**config.mk**
```make
export PLATFORM = sky130hd
export DESIGN_NAME = fetch_unit
export DESIGN_NICKNAME = d
export VERILOG_FILES = /design/src/rtl/fetch_unit.sv
export SDC_FILE = /design/constraint.sdc
export NUM_CORES = 1
export LEC_CHECK = 0
export ABC_AREA = 0
export CORE_MARGIN = 2
export CORE_UTILIZATION = 48
export DETAILED_ROUTE_END_ITERATION = 7
export HOLD_SLACK_MARGIN = 0.05
export PLACE_DENSITY = 0.82
export SLEW_MARGIN = 20
export SYNTH_ARGS = -nofsm -noshare
export SYNTH_HDL_FRONTEND = slang
export SYNTH_SLANG_ARGS = --single-unit
```
**constraint.sdc**
```tcl
create_clock -name clk -period 7.63 [get_ports clk]
set_input_delay 1.526 -clock clk [delete_from_list [all_inputs] [get_ports clk]]
set_output_delay 1.526 -clock clk [all_outputs]
set_load 0.02 [all_outputs]
```
**src/rtl/fetch_unit.sv**
```systemverilog
// fetch_unit
//
// Instruction fetch stage. Owns the program counter, issues requests to
// instruction memory over a req/ack handshake and presents the fetched
// PC/instruction pair (plus a valid flag) to the IF/ID pipeline register.
// A redirect from branch/jump resolution takes priority over a stall from
// hazard control.
//
// Parameters
//   PC_WIDTH    program counter width
//   INST_WIDTH  instruction width
//   RESET_PC    PC value loaded by reset
//
// Ports
//   clk              clock, all state updates on rising edge
//   rst              asynchronous active-high reset
//   stall            hold fetch outputs and PC
//   redirect_valid   branch/jump taken this cycle
//   redirect_target  new PC when redirect_valid=1
//   imem_req         instruction memory request
//   imem_addr        request address, stable until acknowledged
//   imem_ack         memory returns imem_data this cycle
//   imem_data        instruction word, sampled only when imem_ack=1
//   PC_out           PC of inst_out
//   inst_out         fetched instruction, 0 (NOP) when invalid
//   valid_out        PC_out/inst_out hold a real instruction
//
// Optional feature (macro FETCH_CNT_EN)
//   fetch_count      number of valid_out=1 updates
//   bubble_count     number of cycles valid_out loads 0 in REQ/KILL

module fetch_unit #(
  parameter int                  PC_WIDTH   = 32,
  parameter int                  INST_WIDTH = 22,
  parameter logic [PC_WIDTH-1:0] RESET_PC   = '0
) (
  input  logic                  clk,
  input  logic                  rst,
  input  logic                  stall,
  input  logic                  redirect_valid,
  input  logic [PC_WIDTH-1:0]   redirect_target,
  output logic                  imem_req,
  output logic [PC_WIDTH-1:0]   imem_addr,
  input  logic                  imem_ack,
  input  logic [INST_WIDTH-1:0] imem_data,
  output logic [PC_WIDTH-1:0]   PC_out,
  output logic [INST_WIDTH-1:0] inst_out,
  output logic                  valid_out
`ifdef FETCH_CNT_EN
  ,
  output logic [31:0]           fetch_count,
  output logic [31:0]           bubble_count
`endif
);

  typedef enum logic [1:0] {IDLE, REQ, HOLD, KILL} state_t;

  state_t                state, state_n;
  logic [PC_WIDTH-1:0]   pc, pc_n;
  logic [PC_WIDTH-1:0]   req_addr, req_addr_n;
  logic [INST_WIDTH-1:0] hold_inst, hold_inst_n;
  logic [PC_WIDTH-1:0]   hold_pc, hold_pc_n;
  logic [PC_WIDTH-1:0]   pc_out_n;
  logic [INST_WIDTH-1:0] inst_out_n;
  logic                  valid_out_n;

  // A request is outstanding in REQ and in KILL (where the stale request
  // must still complete before the new path can be fetched).
  assign imem_req  = (state == REQ) || (state == KILL);
  assign imem_addr = req_addr;

  always_ff @(posedge clk or posedge rst) begin
    if (rst) begin
      state     <= IDLE;
      pc        <= RESET_PC;
      req_addr  <= RESET_PC;
      hold_inst <= '0;
      hold_pc   <= '0;
      PC_out    <= '0;
      inst_out  <= '0;
      valid_out <= 1'b0;
    end else begin
      state     <= state_n;
      pc        <= pc_n;
      req_addr  <= req_addr_n;
      hold_inst <= hold_inst_n;
      hold_pc   <= hold_pc_n;
      PC_out    <= pc_out_n;
      inst_out  <= inst_out_n;
      valid_out <= valid_out_n;
    end
  end

  always_comb begin
    state_n     = state;
    pc_n        = pc;
    req_addr_n  = req_addr;
    hold_inst_n = hold_inst;
    hold_pc_n   = hold_pc;
    pc_out_n    = PC_out;
    inst_out_n  = inst_out;
    valid_out_n = valid_out;

    case (state)
      IDLE: begin
        state_n    = REQ;
        req_addr_n = pc;
      end

      REQ: begin
        if (redirect_valid) begin
          // Wrong-path word is dropped; without an ack the request cannot be
          // withdrawn, so KILL waits for the stale response.
          pc_n        = redirect_target;
          valid_out_n = 1'b0;
          inst_out_n  = '0;
          if (imem_ack) begin
            req_addr_n = redirect_target;
          end else begin
            state_n = KILL;
          end
        end else if (imem_ack) begin
          if (stall) begin
            // Park the returned word until the stall lifts.
            hold_inst_n = imem_data;
            hold_pc_n   = req_addr;
            state_n     = HOLD;
          end else begin
            pc_out_n    = req_addr;
            inst_out_n  = imem_data;
            valid_out_n = 1'b1;
            pc_n        = req_addr + PC_WIDTH'(1);
            req_addr_n  = req_addr + PC_WIDTH'(1);
          end
        end else if (!stall) begin
          valid_out_n = 1'b0;
          inst_out_n  = '0;
        end
      end

      HOLD: begin
        if (redirect_valid) begin
          pc_n        = redirect_target;
          req_addr_n  = redirect_target;
          valid_out_n = 1'b0;
          inst_out_n  = '0;
          state_n     = REQ;
        end else if (!stall) begin
          pc_out_n    = hold_pc;
          inst_out_n  = hold_inst;
          valid_out_n = 1'b1;
          pc_n        = hold_pc + PC_WIDTH'(1);
          req_addr_n  = hold_pc + PC_WIDTH'(1);
          state_n     = REQ;
        end
      end

      KILL: begin
        valid_out_n = 1'b0;
        inst_out_n  = '0;
        if (redirect_valid) begin
          pc_n = redirect_target;
        end
        if (imem_ack) begin
          // A redirect arriving with the stale ack wins over the stored pc.
          req_addr_n = redirect_valid ? redirect_target : pc;
          state_n    = REQ;
        end
      end

      default: begin
        state_n = IDLE;
      end
    endcase
  end

`ifdef FETCH_CNT_EN
  logic fetch_inc;
  logic bubble_inc;

  assign fetch_inc  = ((state == REQ)  && !redirect_valid && imem_ack && !stall) ||
                      ((state == HOLD) && !redirect_valid && !stall);
  assign bubble_inc = ((state == REQ) && (redirect_valid || (!imem_ack && !stall))) ||
                      (state == KILL);

  always_ff @(posedge clk or posedge rst) begin
    if (rst) begin
      fetch_count  <= '0;
      bubble_count <= '0;
    end else begin
      if (fetch_inc)  fetch_count  <= fetch_count + 32'd1;
      if (bubble_inc) bubble_count <= bubble_count + 32'd1;
    end
  end
`endif

endmodule

```
==> results.md <==
- Fraction of layout cells with a size suffix above 1: about a tenth
- Rows: 51
- Crit path max-delay cell type: inv_1
- Synth-to-Final Area Change: 22.63%
- CTS H-Tree Depth: 4
- CTS Hold Bufs: 0
- Post-CTS sizing: 0
- Critical path data required time: ~8.0 ns
- Setup TNS: 0 ns
- P per Cell Area: ~310 mW/mm^2
- Syn Inst Count: roughly 1,100
- R2R cell count: 6
- Setup violators final: 0
- RD Place Congestion: 0.8968
- CTS tree: yes
- CTS root buffer: clkbuf_16
- Routed Antenna Nets: 0
- Total grt overflow: 0
- Crit Path Max Fanout: 67
- CP max stage delay: about 0.89 ns
- Most frequent cells in the layout: dfrtp_1, nand2_1, clkdlybuf4s50_1
- Peak supply drop: between 0.00015 and 0.0002 V
- Die Ht: 145.0 um
- Crit path top cell by count: buf_4
- Die width: about 150 um
- Initial DRC Count: approximately 1,100
- Nets: 1,214
- Diodes inserted: 0
- Number of warnings issued by yosys: 0
- Fin crit period: 4.458 ns
- Global-route wire length before repair: approximately 45,000 um
- RSZ-0062 raised after global routing: false
- DRC errors left: 0
- CTS sink cnt: between 150 and 200
- Period utilisation layout: around three fifths
- Worst hold stages: 2
- Final Hold Fails: 0
- Postcts setup bufs: 0
- Final Max Slew Viols: 0
- Hpwl dp: around 18,000 um
- Number of global-route vias before repair: between 8,000 and 9,000
- Leakage power: between 4 and 5 nW
- Clock buffer depth: 2
- Die ar.: roughly 0.021 mm^2
- Mapped Avg Cell Area: about 9.0 um^2
- Worst-Margin Slew: between 1 and 1.5 ns
- Cell Area, Synth: 0.009548 mm^2
- Initial Util: between 40% and 50%
- Clk_lat worst skew: between 0.4 and 0.5 ns
- Vias per cell: 6.246
- Worst-path clk slew: approximately 0.060 ns
- Cell family with most CP delay: buffers and inverters
- Final Skew: 0.01684 ns
- Crit-path cells: buf_2 > buf_4 > inv_1 > nand2_1 > nor3_2 > buf_4 > nor2_1 > a31oi_1
- Number of buffers created by CTS: 17
- Placeable core area: a little under 0.02 mm^2
- Status: completed
- Sequential area share after synthesis: 45.87%
- Via count: roughly 9,000
- Hold Crit Class: flip-flop to flip-flop
- Total track usage: between 20% and 30%
- Synthesized Nets: 1,122
- Drt pass-1 iters: 8
- Asr flop ratio synth: 100.0%
- Initial antenna violation count: 0
- Largest net degree at the start of global routing: 100
- Worst slew margin: between 20% and 30%
- Io pins: around 150
- Buf/Inv on CP: 4
- Worst setup SP type: input pin
- Critical path endpoint category: flip-flop
- WL/cell: roughly 20 um
- Max Clk Rate: 0.2243 GHz
- Port Buf Inserts: roughly 150
- Primary FF master, synth: dfrtp_1
- Worst path depth: 8
- WL final: between 20,000 and 30,000 um
- Synth unique cells: 58
- EDFF count, synth: 0
- Max-cap violations: 0
- Total power: 3.584 mW
- Setup CP Type: input pin to flip-flop
- Yosys reg bits: approximately 180
- Crit path DAT: 4.82 ns
where the power goes:
| group | leakage (nW) | switching (mW) | internal [mW] | total (mW) |
|---|---|---|---|---|
| Sequential | 2.11 | 0.377 | 1.20 | 1.58 |
| Clock | 0.259 | 0.388 | 0.484 | 0.871 |
| Combinational | 2.29 | 0.581 | 0.553 | 1.13 |
| Total | 4.65 | 1.35 | 2.24 | 3.58 |
synth_stat cells, types with 2 or more instances:
master	count	area share, %
a221o_1	3	0.31
buf_2	16	0.84
nor2_1	74	2.9
and3_1	8	0.52
xnor2_1	13	1.2
a22o_1	8	0.73
nand4_1	16	1.0
nor4_1	11	0.72
o22ai_1	12	0.79
and4_1	11	1.0
o31ai_1	19	1.5
dfrtp_1	175	46
xor2_1	23	2.1
nor3b_1	2	0.16
buf_1	7	0.28
o21ai_0	78	4.1
nor2b_1	6	0.39
a21boi_0	3	0.24
clkbuf_2	3	0.16
clkbuf_1	63	2.5
o31a_1	4	0.37
o21a_1	4	0.31
inv_1	13	0.51
or3_1	7	0.46
nand2b_1	5	0.33
or4_1	10	0.79
mux2i_1	7	0.73
o21ai_1	2	0.10
and2_1	4	0.26
a2111oi_0	3	0.28
a21oi_1	40	2.1
a31oi_1	52	3.4
nand2_1	175	6.9
a311oi_1	3	0.28
o211ai_1	8	0.63
a211oi_1	9	0.71
a21o_1	10	0.79
ha_1	2	0.26
nor3_1	17	0.89
nand4_2	4	0.52
mux2_2	54	6.4
a22oi_1	35	2.8
nand3_1	27	1.4
cell type report:
class | instances | area [um^2]
Tap cell | 265 | 331.6
Fill cell | 1657 | 7754
Timing Repair Buffer | 162 | 1577
Multi-Input combinational cell | 783 | 4791
Clock buffer | 20 | 436.7
Inverter | 14 | 57.56
Sequential cell | 175 | 4379
Clock inverter | 12 | 136.4
state kept, by name (all words and copies together), names as in the netlist:
register and cells:
PC_out 32, hold_pc 32, imem_addr 32, pc 32, hold_inst 22, inst_out 22, state 2, valid_out 1
cells by family after synthesis:
family | Yosys count | share of synthesized area, %
AO/OA/AOI/OAI | 303 | 20.36
XOR/XNOR | 36 | 3.302
adder cells (fa/ha/maj) | 3 | 0.3669
buffers and inverters | 103 | 4.298
flip-flops | 175 | 45.87
multiplexers | 61 | 7.103
AND/OR/NAND/NOR | 380 | 18.70
worst register-to-register path: stages, from the launching register on:
cell     delay, ns
dfrtp_1       0.36
buf_4         0.28
inv_1         0.69
nand2_1       0.76
nand2_1       0.60
a31oi_1       0.09
a221o_1       0.27
metal layers:
metal / vias up / wire length, um / track usage, % / share of wire (%)
met1: 4320 / 11470 / 36.67 / 41
met2: 517 / 12800 / 40.17 / 45
met3: 58 / 3222 / 7.579 / 11
li1: 4043 / - / - / -
met4: 0 / 672 / 10.54 / 2.4
met5: - / 0 / 0 / 0
final timing paths:
check                                from       endpoint  slack, ns
setup / recovery           redirect_valid      PC_out[2]       3.17
hold / removal                inst_out[1]    inst_out[1]       0.49
setup reg to reg                 state[1]  imem_addr[22]       4.48
hold reg to reg               inst_out[1]    inst_out[1]       0.49
max in group asynchronous             rst     PC_out[18]       4.41
min in group asynchronous             rst  hold_inst[16]       1.65
stage by stage:
step | cells | area (um^2) | hold slack (ns) | setup slack (ns) | utilization [%]
floorplan | 1061 | 9548 | 0.4660 | 1.359 | -
global placement | 1399 | 11140 | 0.4647 | 2.899 | 57.22
detailed placement | 1399 | 11140 | 0.4789 | 2.805 | 57.22
CTS | 1431 | 11710 | 0.4939 | 3.241 | 60.16
global route | 1431 | 11710 | 0.5198 | 2.894 | 60.16
finish | 1431 | 11710 | 0.4859 | 3.172 | 60.16
Note: power is estimated with default switching activity, not from simulation.
